$ cat src/rtl/i2c_reg_access.sv
// i2c_reg_access: turns one host register read/write request into the byte
// sequence for a downstream i2c_master and returns a single response.
// Build option: define I2C_REG_ADDR16_EN for 16-bit register addresses sent as
// two bytes (high byte first). The default build uses 8-bit register addresses.
module i2c_reg_access (
    input  logic        clk_in,
    input  logic        reset_n,
    input  logic        req_valid,
    output logic        req_ready,
    input  logic        req_read,
    input  logic [6:0]  dev_addr,
`ifdef I2C_REG_ADDR16_EN
    input  logic [15:0] reg_addr,
`else
    input  logic [7:0]  reg_addr,
`endif
    input  logic [7:0]  wr_data,
    output logic        rsp_valid,
    input  logic        rsp_ready,
    output logic [7:0]  rsp_data,
    output logic [1:0]  rsp_err,
    output logic        transfer_start,
    output logic        transfer_continues,
    output logic        mode,
    output logic [7:0]  data_tx,
    input  logic        transfer_ready,
    input  logic        interrupt,
    input  logic        transaction_complete,
    input  logic        nack,
    input  logic [7:0]  data_rx,
    input  logic        start_err,
    input  logic        arbitration_err
);

`ifdef I2C_REG_ADDR16_EN
    localparam int unsigned RegBytes = 2;
`else
    localparam int unsigned RegBytes = 1;
`endif
    localparam int unsigned RegW = 8 * RegBytes;

    // Byte indices: 0 = device address, RegBytes = low register byte,
    // then wr_data (write) or {dev,1} and the received byte (read).
    localparam logic [2:0] IdxRegLo = 3'(RegBytes);
    localparam logic [2:0] IdxDevRd = IdxRegLo + 3'd1;
    localparam logic [2:0] LastWr   = IdxRegLo + 3'd1;
    localparam logic [2:0] LastRd   = IdxRegLo + 3'd2;

    typedef enum logic [1:0] {StIdle, StXfer, StWaitFree, StResp} state_e;

    typedef struct packed {
        logic       start;
        logic       cont;
        logic       rx;
        logic [7:0] data;
    } byte_t;

    // Parked master inputs: reading 8'hFF without continuing ends in STOP.
    localparam byte_t IdleByte = '{start: 1'b0, cont: 1'b0, rx: 1'b1, data: 8'hFF};

    state_e          state_q, state_d;
    logic [2:0]      idx_q, idx_d;
    logic            nack_q, nack_d;
    logic            lost_q, lost_d;
    logic            live_q, live_d;
    logic [7:0]      rsp_data_q, rsp_data_d;
    logic            rd_q;
    logic [6:0]      dev_q;
    logic [RegW-1:0] reg_q;
    logic [7:0]      wd_q;
    logic            accept;
    logic [2:0]      last_idx;
    logic            is_rx;
    byte_t           out;

    // The master handles interrupts itself; completion is all this block needs.
    logic unused_interrupt;
    assign unused_interrupt = interrupt;

    // Descriptor (start/continues/mode/data) of byte i of the latched request.
    function automatic byte_t byte_at(input logic [2:0] i, input logic rd,
                                      input logic [6:0] dev, input logic [RegW-1:0] ra,
                                      input logic [7:0] wd);
        byte_t b;
        b = IdleByte;
        if (i == 3'd0) begin
            b = '{1'b1, 1'b1, 1'b0, {dev, 1'b0}};
`ifdef I2C_REG_ADDR16_EN
        end else if (i == 3'd1) begin
            b = '{1'b0, 1'b1, 1'b0, ra[15:8]};
`endif
        end else if (i == IdxRegLo) begin
            // A read stops continuing here so the master issues a repeated start.
            b = '{1'b0, ~rd, 1'b0, ra[7:0]};
        end else if (!rd) begin
            b = '{1'b0, 1'b0, 1'b0, wd};
        end else if (i == IdxDevRd) begin
            b = '{1'b1, 1'b1, 1'b0, {dev, 1'b1}};
        end else begin
            b = '{1'b0, 1'b0, 1'b1, 8'hFF};
        end
        return b;
    endfunction

    assign last_idx = rd_q ? LastRd : LastWr;
    assign is_rx    = rd_q && (idx_q == LastRd);
    assign accept   = (state_q == StIdle) && req_valid;

    // Next state, look-ahead master outputs and handshake outputs.
    always_comb begin
        state_d    = state_q;
        idx_d      = idx_q;
        nack_d     = nack_q;
        lost_d     = lost_q;
        live_d     = live_q;
        rsp_data_d = rsp_data_q;
        req_ready  = 1'b0;
        rsp_valid  = 1'b0;
        out        = IdleByte;
        unique case (state_q)
            StIdle: begin
                req_ready = 1'b1;
                if (req_valid) begin
                    idx_d      = 3'd0;
                    nack_d     = 1'b0;
                    lost_d     = 1'b0;
                    live_d     = 1'b1;
                    rsp_data_d = 8'h00;
                    state_d    = StXfer;
                end
            end
            StXfer: begin
                if (start_err || arbitration_err) begin
                    // Bus lost wins over a simultaneous completion.
                    lost_d  = 1'b1;
                    state_d = StWaitFree;
                end else if (transaction_complete) begin
                    if (is_rx) begin
                        rsp_data_d = data_rx;
                    end else if (nack) begin
                        nack_d = 1'b1;
                    end
                    if (idx_q == last_idx) begin
                        state_d = StWaitFree;
                    end else begin
                        idx_d = idx_q + 3'd1;
                        out   = byte_at(idx_q + 3'd1, rd_q, dev_q, reg_q, wd_q);
                    end
                end else begin
                    out = byte_at(idx_q, rd_q, dev_q, reg_q, wd_q);
                end
            end
            StWaitFree: begin
                // After a reset there is no live request, so no response is owed.
                if (transfer_ready) begin
                    state_d = live_q ? StResp : StIdle;
                end
            end
            StResp: begin
                rsp_valid = 1'b1;
                if (rsp_ready) begin
                    live_d  = 1'b0;
                    state_d = StIdle;
                end
            end
            default: state_d = StWaitFree;
        endcase
    end

    assign transfer_start     = out.start;
    assign transfer_continues = out.cont;
    assign mode               = out.rx;
    assign data_tx            = out.data;
    assign rsp_data           = rsp_data_q;
    assign rsp_err            = lost_q ? 2'b10 : (nack_q ? 2'b01 : 2'b00);

    // State and flag registers; reset parks in WAIT_FREE since the master may be busy.
    always_ff @(posedge clk_in) begin
        if (!reset_n) begin
            state_q    <= StWaitFree;
            idx_q      <= 3'd0;
            nack_q     <= 1'b0;
            lost_q     <= 1'b0;
            live_q     <= 1'b0;
            rsp_data_q <= 8'h00;
        end else begin
            state_q    <= state_d;
            idx_q      <= idx_d;
            nack_q     <= nack_d;
            lost_q     <= lost_d;
            live_q     <= live_d;
            rsp_data_q <= rsp_data_d;
        end
    end

    // Request field capture on acceptance.
    always_ff @(posedge clk_in) begin
        if (!reset_n) begin
            rd_q  <= 1'b0;
            dev_q <= 7'h00;
            reg_q <= '0;
            wd_q  <= 8'h00;
        end else if (accept) begin
            rd_q  <= req_read;
            dev_q <= dev_addr;
            reg_q <= reg_addr;
            wd_q  <= wr_data;
        end
    end

endmodule

$ cat config.mk
export PLATFORM = sky130hd
export DESIGN_NAME = i2c_reg_access
export DESIGN_NICKNAME = d
export VERILOG_FILES = /design/src/rtl/i2c_reg_access.sv
export SDC_FILE = /design/constraint.sdc
export NUM_CORES = 1
export LEC_CHECK = 0
export BUFFER_PORTS_ARGS = -buffer_cell sky130_fd_sc_hd__clkbuf_2
export CAP_MARGIN = 40
export CORE_MARGIN = 3
export CORE_UTILIZATION = 54
export CTS_BUF_LIST = sky130_fd_sc_hd__clkbuf_4
export DETAILED_ROUTE_END_ITERATION = 16
export GPL_TIMING_DRIVEN = 0
export PLACE_DENSITY = 0.82
export RECOVER_POWER = 50
export SYNTH_ARGS = -nofsm -noshare
export SYNTH_HDL_FRONTEND = slang
export SYNTH_SLANG_ARGS = --single-unit
export TNS_END_PERCENT = 5
$ cat constraint.sdc
create_clock -name clk_in -period 2.7 [get_ports clk_in]
set_input_delay 0.405 -clock clk_in [delete_from_list [all_inputs] [get_ports clk_in]]
set_output_delay 0.405 -clock clk_in [all_outputs]
set_load 0.05 [all_outputs]
==> results of run 1 <==
[cell families after synthesis]
family / count (synthesis) / synth area share
AOI/OAI and AO/OA: 90 / 0.287
xor gates and xnor gates: 2 / 0.00735
adders and majority gates: 6 / 0.0315
buffers and inverters: 29 / 0.0488
DFF: 40 / 0.336
muxes: 2 / 0.00840
and+or+nand+nor: 139 / 0.280
[how the worst max path moves through the flow]
stage	slack [ns]	end	start
2_1_floorplan	-0.09	data_tx[3]	idx_q[0]
3_3_place_gp	-0.18	data_tx[7]	idx_q[0]
3_5_place_dp	-0.1	transfer_continues	idx_q[0]
4_1_cts	0.004	data_tx[1]	idx_q[1]
5_1_grt	-0.05	transfer_continues	idx_q[0]
6_report	0.02	transfer_continues	idx_q[0]
[worst max-delay path: stages (launching register included)]
cell and delay (ns):
dfxtp_4 0.38, ha_1 0.23, ha_4 0.32, o21ai_2 0.08, or3_1 0.32, a211oi_1 0.23, o21a_1 0.17, clkbuf_8 0.18
[routing by layer]
metal	track usage	vias up	routed length [um]
li1	-	1257	-
met5	0	-	0
met4	0.0840	0	101
met2	0.415	129	3140
met1	0.352	1176	2820
met3	0.0651	12	687
[layout make-up]
type / count / share of cell area
multi-input cells: 239 / 0.516
flip-flops and latches: 40 / 0.269
repair buffers: 70 / 0.135
plain buffers: 20 / 0.0325
well taps: 50 / 0.0208
clock buffers: 5 / 0.0125
inverters: 6 / 0.00833
clock inverters: 3 / 0.00625
[cell usage in the layout, fill, tap and decap left out, drive strengths merged, types with 2 or more instances in the layout]
master,count
clkbuf,79
or3b,7
a21boi,33
a21oi,3
dfxtp,40
o211ai,2
o221ai,12
or2,7
ha,6
inv,6
nor2,21
a222oi,7
mux2i,2
or3,2
a211oi,5
nand2b,4
nand3,9
xnor2,2
o21a,2
o21ai,6
nor2b,5
buf,16
o311ai,2
and2,6
clkinvlp,2
nor3,2
a31oi,10
nand2,70
[state kept, by name, indices dropped and copies added (netlist names)]
register and flops:
dev_q 7, idx_q 3, live_q 1, lost_q 1, nack_q 1, rd_q 1, reg_q 8, rsp_data 8
state_q 2, wd_q 8
[stage by stage]
stage	util	cell area, um^2	instances
2_1_floorplan	-	2390	308
3_3_place_gp	0.672	2770	421
3_5_place_dp	0.673	2770	422
4_1_cts	0.714	2940	429
5_1_grt	0.730	3000	433
6_report	0.730	3000	433
[what timing repair did]
| item | 4_1_cts | 5_1_grt |
|---|---|---|
| setup endpoints to repair | 11 | 11 |
| resized for setup | 29 | 26 |
| setup buffers | 2 | 4 |
| pin swaps | 2 | 8 |
[report_power, final]
group / internal [mW] / switching (mW) / total (mW)
Combinational: 0.156 / 0.222 / 0.378
Sequential: 0.618 / 0.0282 / 0.646
Clock: 0.0980 / 0.217 / 0.315
==> reports/summary.txt, run 1 <==
Status: finished, final reports clean
RD Place Congestion: 0.868
Cell taking the most area after synthesis: dfxtp_1
Final period utilization: 0.992
Vias: 2574
Final setup viols: 0
Drt total wl: 6740 um
Syn_area_per_cell: 7.73 um^2
Synth Net Count: 356
Gr ovfl total: 0
Min Tclk post-route: 2.68 ns
Wire per inst: 15.6 um
Antenna violation net count after detailed routing: 0
Die H: 72.4 um
CP arrival: 2.27 ns
Die X: 72.4 um
Area delta synth->final: 26.1%
Most instantiated library cell after synthesis: nand2_1
CTS max path bufs: 2
First-pass GRT wire length: 11000 um
Worst-Margin Slew: 0.621 ns
Ratio of cells with drive above 1 in the final layout: 0.285
Leak pwr: 1.11 nW
Worst reg-to-reg path cell count: 5
Hold Path End: reg_q[5]
CTS tree: built
Flop-to-flop setup slack: 0.89 ns
Post-synth EDFFs: 0
Rows: 23
Gr usage total: 0.262
Mapped Area: 0.00238 mm^2
Ys Warns: 0
Final hold slack: 0.238 ns
Ys async rst share: 0
R2r endpoint: rsp_data[1]
Ports: 65
Library cells used by synthesis: 44
Worst vdd ir: 0.000356 V
Worst hold-check path type: in -> reg
Unrepaired setup endpoints after global routing: true
Total CTS buffers: 5
Max-Cap Viols: 0
Footprint of the flip-flops and latches: 810 um^2
Power Density: 446 mW/mm^2
Power Total: 1.34 mW
CTS Sinks: 40
Max Freq: 373 MHz
Worst Path Class, Setup: reg -> out
Slew HR: 0.588
Hold path depth: 3
Synth cell count leaders: 70 x nand2_1, 40 x dfxtp_1, 32 x a21boi_0
Ys flop type: dfxtp_1
PortBufs: 63
Worst skew pair latency: 0.37 ns
DRC errors left: 0
Die area: 0.00524 mm^2
Top-area cell type share of the netlist area: 0.336
Final WS setup: 0.0203 ns
Depth of the CTS H-tree: 2
Drt pass-1 iters: 6
Final Hold Viols: 0
Post-DP HPWL: 4760 um
ANT cells: 0
Crit path launch type: flop
CP max FO: 8
Starting Density: 0.579
Core ar.: 0.00412 mm^2
Clock transition at path regs: 0.14 ns
Clock Tree Root: clkbuf_4
Total Neg Setup Slack: 0 ns
CP endpoint kind: output pin
Initial drt markers: 344
Required time worst endpoint: 2.30 ns
Final max-slew violation count: 0
Synth area leaders: dfxtp_1 34%, nand2_1 11%, a21boi_0 10%
Worst Skew: 0.0122 ns
Area of the multi-input gates: 0.00155 mm^2
Mapped Cells: 308
Fin nets: 430
Setup WS pre-CTS: -0.0981 ns
Number of global-route vias before repair: 2412
Flops & latches, synth: 40
Vias/cell: 5.94
Initial antenna violation count: 0
Hold path startpoint: reg_addr[5]
FILL cells: 346
CTS Hold Bufs: 0
Largest net degree at the start of global routing: 14
Sequential share of the synthesized area: 0.336
Worst R2R Start: state_q[1]
No activity file was read; power rests on OpenSTA's default activity.
==> run 2, diff against run 1 <==
Settings changed: ABC_AREA set to 1, CORE_UTILIZATION 54 to 55, PLACE_DENSITY 0.82 to 0.83.
==> run 2 against run 1 <==
- worst hold slack improved by 0.058 ns
- synthesized cell count increased by 33%
- sequential share of layout area increased by 0.19 points
- critical endpoint is now data_tx[1]
- largest power group is now combinational logic
- highest routed layer unchanged
==> reports/summary.txt, run 2 <==
Top-area cell type share of the netlist area: 0.322 (was 0.336)
Slowest-stage cell, CP: dfxtp_4 (unchanged)
Depth of the CTS H-tree: 2 (unchanged)
CP max FO: 10 (was 8)
Area delta synth->final: 19.2% (was 26.1%)
Worst Path Class, Setup: reg -> out (unchanged)
Final hold slack: 0.296 ns (was 0.238 ns)
Drt total wl: 6570 um (was 6740 um)
Total CTS buffers: 5 (unchanged)
Clk pwr share: 0.164 (was 0.235)
Fin nets: 527 (was 430)
Ys async rst share: 0 (unchanged)
First element of the critical path: idx_q[0] (unchanged)
Final Hold Viols: 0 (unchanged)
Flops & latches, synth: 40 (unchanged)
Power Total: 1.88 mW (was 1.34 mW)
CTS tree: built (unchanged)
Wire per inst: 12.4 um (was 15.6 um)
Worst vdd ir: 0.000401 V (was 0.000356 V)
Die X: 73.3 um (was 72.4 um)
Mapped Area: 0.00249 mm^2 (was 0.00238 mm^2)
Final max-slew violation count: 0 (unchanged)
Flop-to-flop setup slack: 1.04 ns (was 0.89 ns)
Post-DP HPWL: 5010 um (was 4760 um)
P_int: 1.06 mW (was 872 uW)
Die area: 0.00537 mm^2 (was 0.00524 mm^2)
Rows: 23 (unchanged)
Switching share of total power: 0.437 (was 0.349)
Max Freq: 384 MHz (was 373 MHz)
Worst skew pair latency: 0.35 ns (was 0.37 ns)
Mapped Cells: 409 (was 308)
Sequential share of the synthesized area: 0.322 (was 0.336)
ANT cells: 0 (unchanged)
Final core occ: 0.712 (was 0.730)
Non-filler cells, final: 530 (was 433)
R2r endpoint: rsp_data[7] (was rsp_data[1])
Post-CTS Setup Inserts: 0 (was 2)
Switching pwr: 823 uW (was 468 uW)
Synth Net Count: 457 (was 356)
Total Neg Setup Slack: 0 ns (unchanged)
Placed insts: 522 (was 422)
Worst Skew: 0.0120 ns (was 0.0122 ns)
Ratio of cells with drive above 1 in the final layout: 0.188 (was 0.285)
Required time worst endpoint: 2.30 ns (about the same)
Vias/cell: 5.30 (was 5.94)
Worst hold-check path type: in -> reg (unchanged)
Worst R2R Start: state_q[1] (unchanged)
Leak pwr: 1.49 nW (was 1.11 nW)
Most frequent cells in the layout: 125 x nand2_1, 57 x nor2_1, 46 x clkbuf_2 (was 69 x nand2_1, 45 x clkbuf_2, 37 x dfxtp_1)
Clock transition at path regs: 0.12 ns (was 0.14 ns)
Slew HR: 0.600 (was 0.588)
Synth cell count leaders: 127 x nand2_1, 56 x nor2_1, 46 x inv_1 (was 70 x nand2_1, 40 x dfxtp_1, 32 x a21boi_0)
Worst-Margin Slew: 0.603 ns (was 0.621 ns)
Most common cell after layout, fill and taps aside: nand2_1 (unchanged)
Ports: 65 (unchanged)
First-pass GRT wire length: 11100 um (was 11000 um)
CP endpoint: data_tx[1] (was transfer_continues)
Core ar.: 0.00417 mm^2 (was 0.00412 mm^2)
Max stage delay on crit path: 0.39 ns (was 0.38 ns)
Clock Tree Root: clkbuf_4 (unchanged)
Die H: 73.3 um (was 72.4 um)
Seq pwr share: 0.385 (was 0.482)
RD Place Congestion: 0.919 (was 0.868)
Ys flop type: dfxtp_1 (unchanged)
Resized cells post-CTS: 15 (was 29)
PortBufs: 63 (unchanged)
Post-synth EDFFs: 0 (unchanged)
Min Tclk post-route: 2.61 ns (was 2.68 ns)
Library cells used by synthesis: 23 (was 44)
DRC errors left: 0 (unchanged)
Drt pass-1 iters: 5 (was 6)
Antenna violation net count after detailed routing: 0 (unchanged)
Crit path top cell by count: nand2_1
CTS Sinks: 40 (unchanged)
Vias: 2810 (was 2574)
Number of global-route vias before repair: 2470 (was 2412)
Gr usage total: 0.260 (was 0.262)
Setup WS pre-CTS: 0.115 ns (was -0.0981 ns)
Most instantiated library cell after synthesis: nand2_1 (unchanged)
Status: finished, final reports clean (unchanged)
Initial drt markers: 177 (was 344)
CTS Hold Bufs: 0 (unchanged)
Design area: 0.00297 mm^2 (was 0.00300 mm^2)
Combinational power share: 0.450 (was 0.282)
Max-Cap Viols: 0 (unchanged)
Largest net degree at the start of global routing: 12 (was 14)
CP delay by family, top: adder cells (unchanged)
Syn_area_per_cell: 6.09 um^2 (was 7.73 um^2)
CTS max path bufs: 2 (unchanged)
Placed cell area: 0.00287 mm^2 (was 0.00277 mm^2)
Power Density: 635 mW/mm^2 (was 446 mW/mm^2)
Crit-path cells: ha_1 -> ha_4 -> nand2_4 -> buf_6 -> o21ai_0 -> nand2_1 -> a21oi_1 -> nand2_1 -> buf_4 (was ha_1 -> ha_4 -> o21ai_2 -> or3_1 -> a211oi_1 -> o21a_1 -> clkbuf_8)
Ys Warns: 0 (unchanged)
Starting Density: 0.597 (was 0.579)
Synth area leaders: dfxtp_1 32%, nand2_1 19%, nor2_1 8.4% (was dfxtp_1 34%, nand2_1 11%, a21boi_0 10%)
Initial antenna violation count: 0 (unchanged)
Buf+Inv Stages, Crit Path: 2 (was 1)
Final period utilization: 0.965 (was 0.992)
CP arrival: 2.20 ns (was 2.27 ns)
CP endpoint kind: output pin (unchanged)
Cell taking the most area after synthesis: dfxtp_1 (unchanged)
Worst reg-to-reg path cell count: 7 (was 5)
Final setup viols: 0 (unchanged)
Stages on worst setup path: 9 (was 7)
Final WS setup: 0.0933 ns (was 0.0203 ns)
Gr ovfl total: 0 (unchanged)
Crit path launch type: flop (unchanged)
## run 2: worst min path at each step
stage                startpoint       end  slack, ns  cells past startpoint
CTS                  wr_data[6]   wd_q[6]       0.27                      3
finish               wr_data[6]   wd_q[6]       0.30                      3
global route        reg_addr[1]  reg_q[1]       0.32                      3
floorplan                nack_q    nack_q       0.43                      2
detailed placement       nack_q    nack_q       0.45                      2
global placement         nack_q    nack_q       0.45                      2
## run 2: cell families (layout without fill, tap and decap cells)
group | Yosys count | count (layout) | share of synthesized area
fa+ha+maj | 6 | 6 | 0.0301
buf+inv | 64 | 135 | 0.109
compound gates | 74 | 74 | 0.154
simple gates | 225 | 225 | 0.385
flops | 40 | 40 | 0.322
## run 2: worst reg2reg max path, stage by stage, from the launching register on
cell and delay [ns]:
dfxtp_1 0.40, nor2_1 0.19, nand2_1 0.26, nand2_1 0.29, nand3_2 0.22, nand2_1 0.11
nand2_1 0.06, nor2_1 0.08
## run 2: metal layers
metal | wire length [um] | share of wire | global-route usage | vias to the layer above
li1 | - | - | - | 1441
met1 | 2910 | 0.44 | 0.359 | 1236
met2 | 3050 | 0.46 | 0.416 | 125
met3 | 542 | 0.082 | 0.0492 | 8
met4 | 70 | 0.011 | 0.0676 | 0
met5 | 0 | 0 | 0 | -
## run 2: layout make-up
| class | instances | area [um^2] |
|---|---|---|
| inverters | 49 | 184 |
| clock buffers | 7 | 52.6 |
| repair buffers | 63 | 325 |
| clock inverters | 1 | 3.75 |
| multi-input cells | 305 | 1450 |
| fillers | 388 | 1200 |
| well taps | 50 | 62.6 |
| flip-flops and latches | 40 | 806 |
| plain buffers | 15 | 90.1 |
## run 2: power groups by stage
stage | Clock (mW) | Combinational, mW | Sequential [mW]
finish | 0.310 | 0.848 | 0.726
CTS | 0.318 | 0.829 | 0.726
global placement | 0 | 0.780 | 0.735
global route | 0.346 | 0.960 | 0.736
floorplan | 0 | 0.556 | 0.790
detailed placement | 0 | 0.801 | 0.739
==> run 3, diff against run 2 <==
Settings changed: PLACE_DENSITY 0.83 to 0.9.
==> run 3 against run 2 <==
- register-to-register slack lost 0.04 ns
- sequential power barely moved
- maximum frequency fell by 1.1%
- sequential share of layout area barely moved
- sequential cell count unchanged
- global-route usage shrank 0.89 points
- combinational power shrank 0.6%
- worst setup slack worse by 0.029 ns
- non-clock buffer count unchanged
- critical path type unchanged
- critical endpoint is now data_tx[7]
- largest cell class unchanged
- largest power group unchanged
==> reports/summary.txt, run 3 (synthesized netlist as in run 2, its figures left out) <==
Vias: 2834 (was 2810)
Seq pwr share: 0.385 (about the same)
PortBufs: 63 (unchanged)
Non-filler cells, final: 530 (unchanged)
Rows: 23 (unchanged)
Placed insts: 522 (unchanged)
Switching share of total power: 0.438 (was 0.437)
Ratio of cells with drive above 1 in the final layout: 0.185 (was 0.188)
Drt pass-1 iters: 6 (was 5)
Crit path launch type: flop (unchanged)
Min Tclk post-route: 2.64 ns (was 2.61 ns)
Post-CTS Setup Inserts: 0 (unchanged)
Final hold slack: 0.285 ns (was 0.296 ns)
CP max FO: 10 (unchanged)
Gr ovfl total: 0 (unchanged)
Wire per inst: 12.4 um (about the same)
Unrepaired setup endpoints after global routing: true
Post-DP HPWL: 4920 um (was 5010 um)
RD Place Congestion: 0.909 (was 0.919)
Total CTS buffers: 5 (unchanged)
DRC errors left: 0 (unchanged)
CP arrival: 2.23 ns (was 2.20 ns)
Switching pwr: 823 uW (about the same)
Antenna violation net count after detailed routing: 0 (unchanged)
Clock transition at path regs: 0.12 ns (about the same)
Largest net degree at the start of global routing: 12 (unchanged)
Die X: 73.3 um (unchanged)
Final period utilization: 0.976 (was 0.965)
Slew HR: 0.595 (was 0.600)
Drt total wl: 6580 um (was 6570 um)
Leak pwr: 1.48 nW (was 1.49 nW)
Ports: 65 (unchanged)
Setup WS pre-CTS: 0.154 ns (was 0.115 ns)
Most common cell after layout, fill and taps aside: nand2_1 (unchanged)
Worst vdd ir: 0.000393 V (was 0.000401 V)
Most frequent cells in the layout: 124 x nand2_1, 57 x nor2_1, 47 x clkbuf_2 (was 125 x nand2_1, 57 x nor2_1, 46 x clkbuf_2)
CTS max path bufs: 2 (unchanged)
Gr usage total: 0.251 (was 0.260)
CTS Sinks: 40 (unchanged)
Required time worst endpoint: 2.30 ns (about the same)
Die area: 0.00537 mm^2 (unchanged)
Max Freq: 379 MHz (was 384 MHz)
Final Hold Viols: 0 (unchanged)
Vias/cell: 5.35 (was 5.30)
Core ar.: 0.00417 mm^2 (unchanged)
Combinational power share: 0.449 (was 0.450)
ANT cells: 0 (unchanged)
Number of global-route vias before repair: 2511 (was 2470)
Worst Skew: 0.0121 ns (was 0.0120 ns)
Depth of the CTS H-tree: 2 (unchanged)
CTS tree: built (unchanged)
Max-Cap Viols: 0 (unchanged)
First-pass GRT wire length: 10700 um (was 11100 um)
Worst-Margin Slew: 0.610 ns (was 0.603 ns)
Status: finished, final reports clean (unchanged)
Power Density: 637 mW/mm^2 (was 635 mW/mm^2)
Final max-slew violation count: 0 (unchanged)
CTS Hold Bufs: 0 (unchanged)
Initial antenna violation count: 0 (unchanged)
Starting Density: 0.597 (unchanged)
Final setup viols: 0 (unchanged)
Worst Path Class, Setup: reg -> out (unchanged)
Die H: 73.3 um (unchanged)
Area delta synth->final: 18.5% (was 19.2%)
Initial drt markers: 223 (was 177)
CP endpoint kind: output pin (unchanged)
Final WS setup: 0.0645 ns (was 0.0933 ns)
Worst skew pair latency: 0.35 ns (about the same)
P_int: 1.06 mW (about the same)
Worst hold-check path type: in -> reg (unchanged)
Fin nets: 527 (unchanged)
Clk pwr share: 0.166 (was 0.164)
Clock Tree Root: clkbuf_4 (unchanged)
-- run 3: path summary, 6_finish.rpt --
path	slack, ns	endpoint	depth (start not counted)	start
worst max register to register	1.00	idx_q[2]	7	state_q[1]
worst max-delay path	0.06	data_tx[7]	9	idx_q[0]
worst min register to register	0.47	nack_q	2	nack_q
worst min-delay path	0.29	wd_q[5]	3	wr_data[5]
-- run 3: timing repair --
action                                  4_1_cts  5_1_grt
resized for setup                            10       19
endpoints found under the setup margin        9       11
endpoints found under the hold margin         0        0
pin swaps                                     0        0
-- run 3: worst max-delay path, cell delays in order, from the launching register on --
cell,delay [ns]
dfxtp_2,0.38
ha_1,0.24
ha_4,0.31
nand2_4,0.10
buf_4,0.20
o21ai_0,0.16
nand2_1,0.08
a21oi_1,0.12
nand2_1,0.09
buf_4,0.20
-- run 3: final cells by class --
class	count	area, um^2
plain buffers	15	86.3
clock buffers	7	52.6
clock inverters	1	3.75
fillers	379	1220
inverters	49	184
multi-input cells	305	1440
flip-flops and latches	40	802
well taps	50	62.6
repair buffers	63	320
-- run 3: per-layer routing --
layer,track usage,routed length (um)
met2,0.409,3030
met3,0.0575,604
met4,0.0758,81
met1,0.330,2860
met5,0,0
-- run 3: power groups by stage --
stage	combinational, mW	clock [mW]	sequential [mW]
final	0.843	0.311	0.724
after global routing	0.946	0.340	0.733
after CTS	0.818	0.313	0.724
after detailed placement	0.800	0	0.737
after global placement	0.778	0	0.734
after floorplan	0.556	0	0.790
-- run 3: stage by stage --
step                      TNS [ns]  utilization  instance area, um^2  power (mW)
after floorplan                  0            -                 2490        1.35
after global placement           0        0.687                 2870        1.51
after detailed placement         0        0.687                 2870        1.54
after CTS                        0        0.710                 2960        1.85
after global routing        -0.295        0.707                 2950        2.02
final                            0        0.707                 2950        1.88
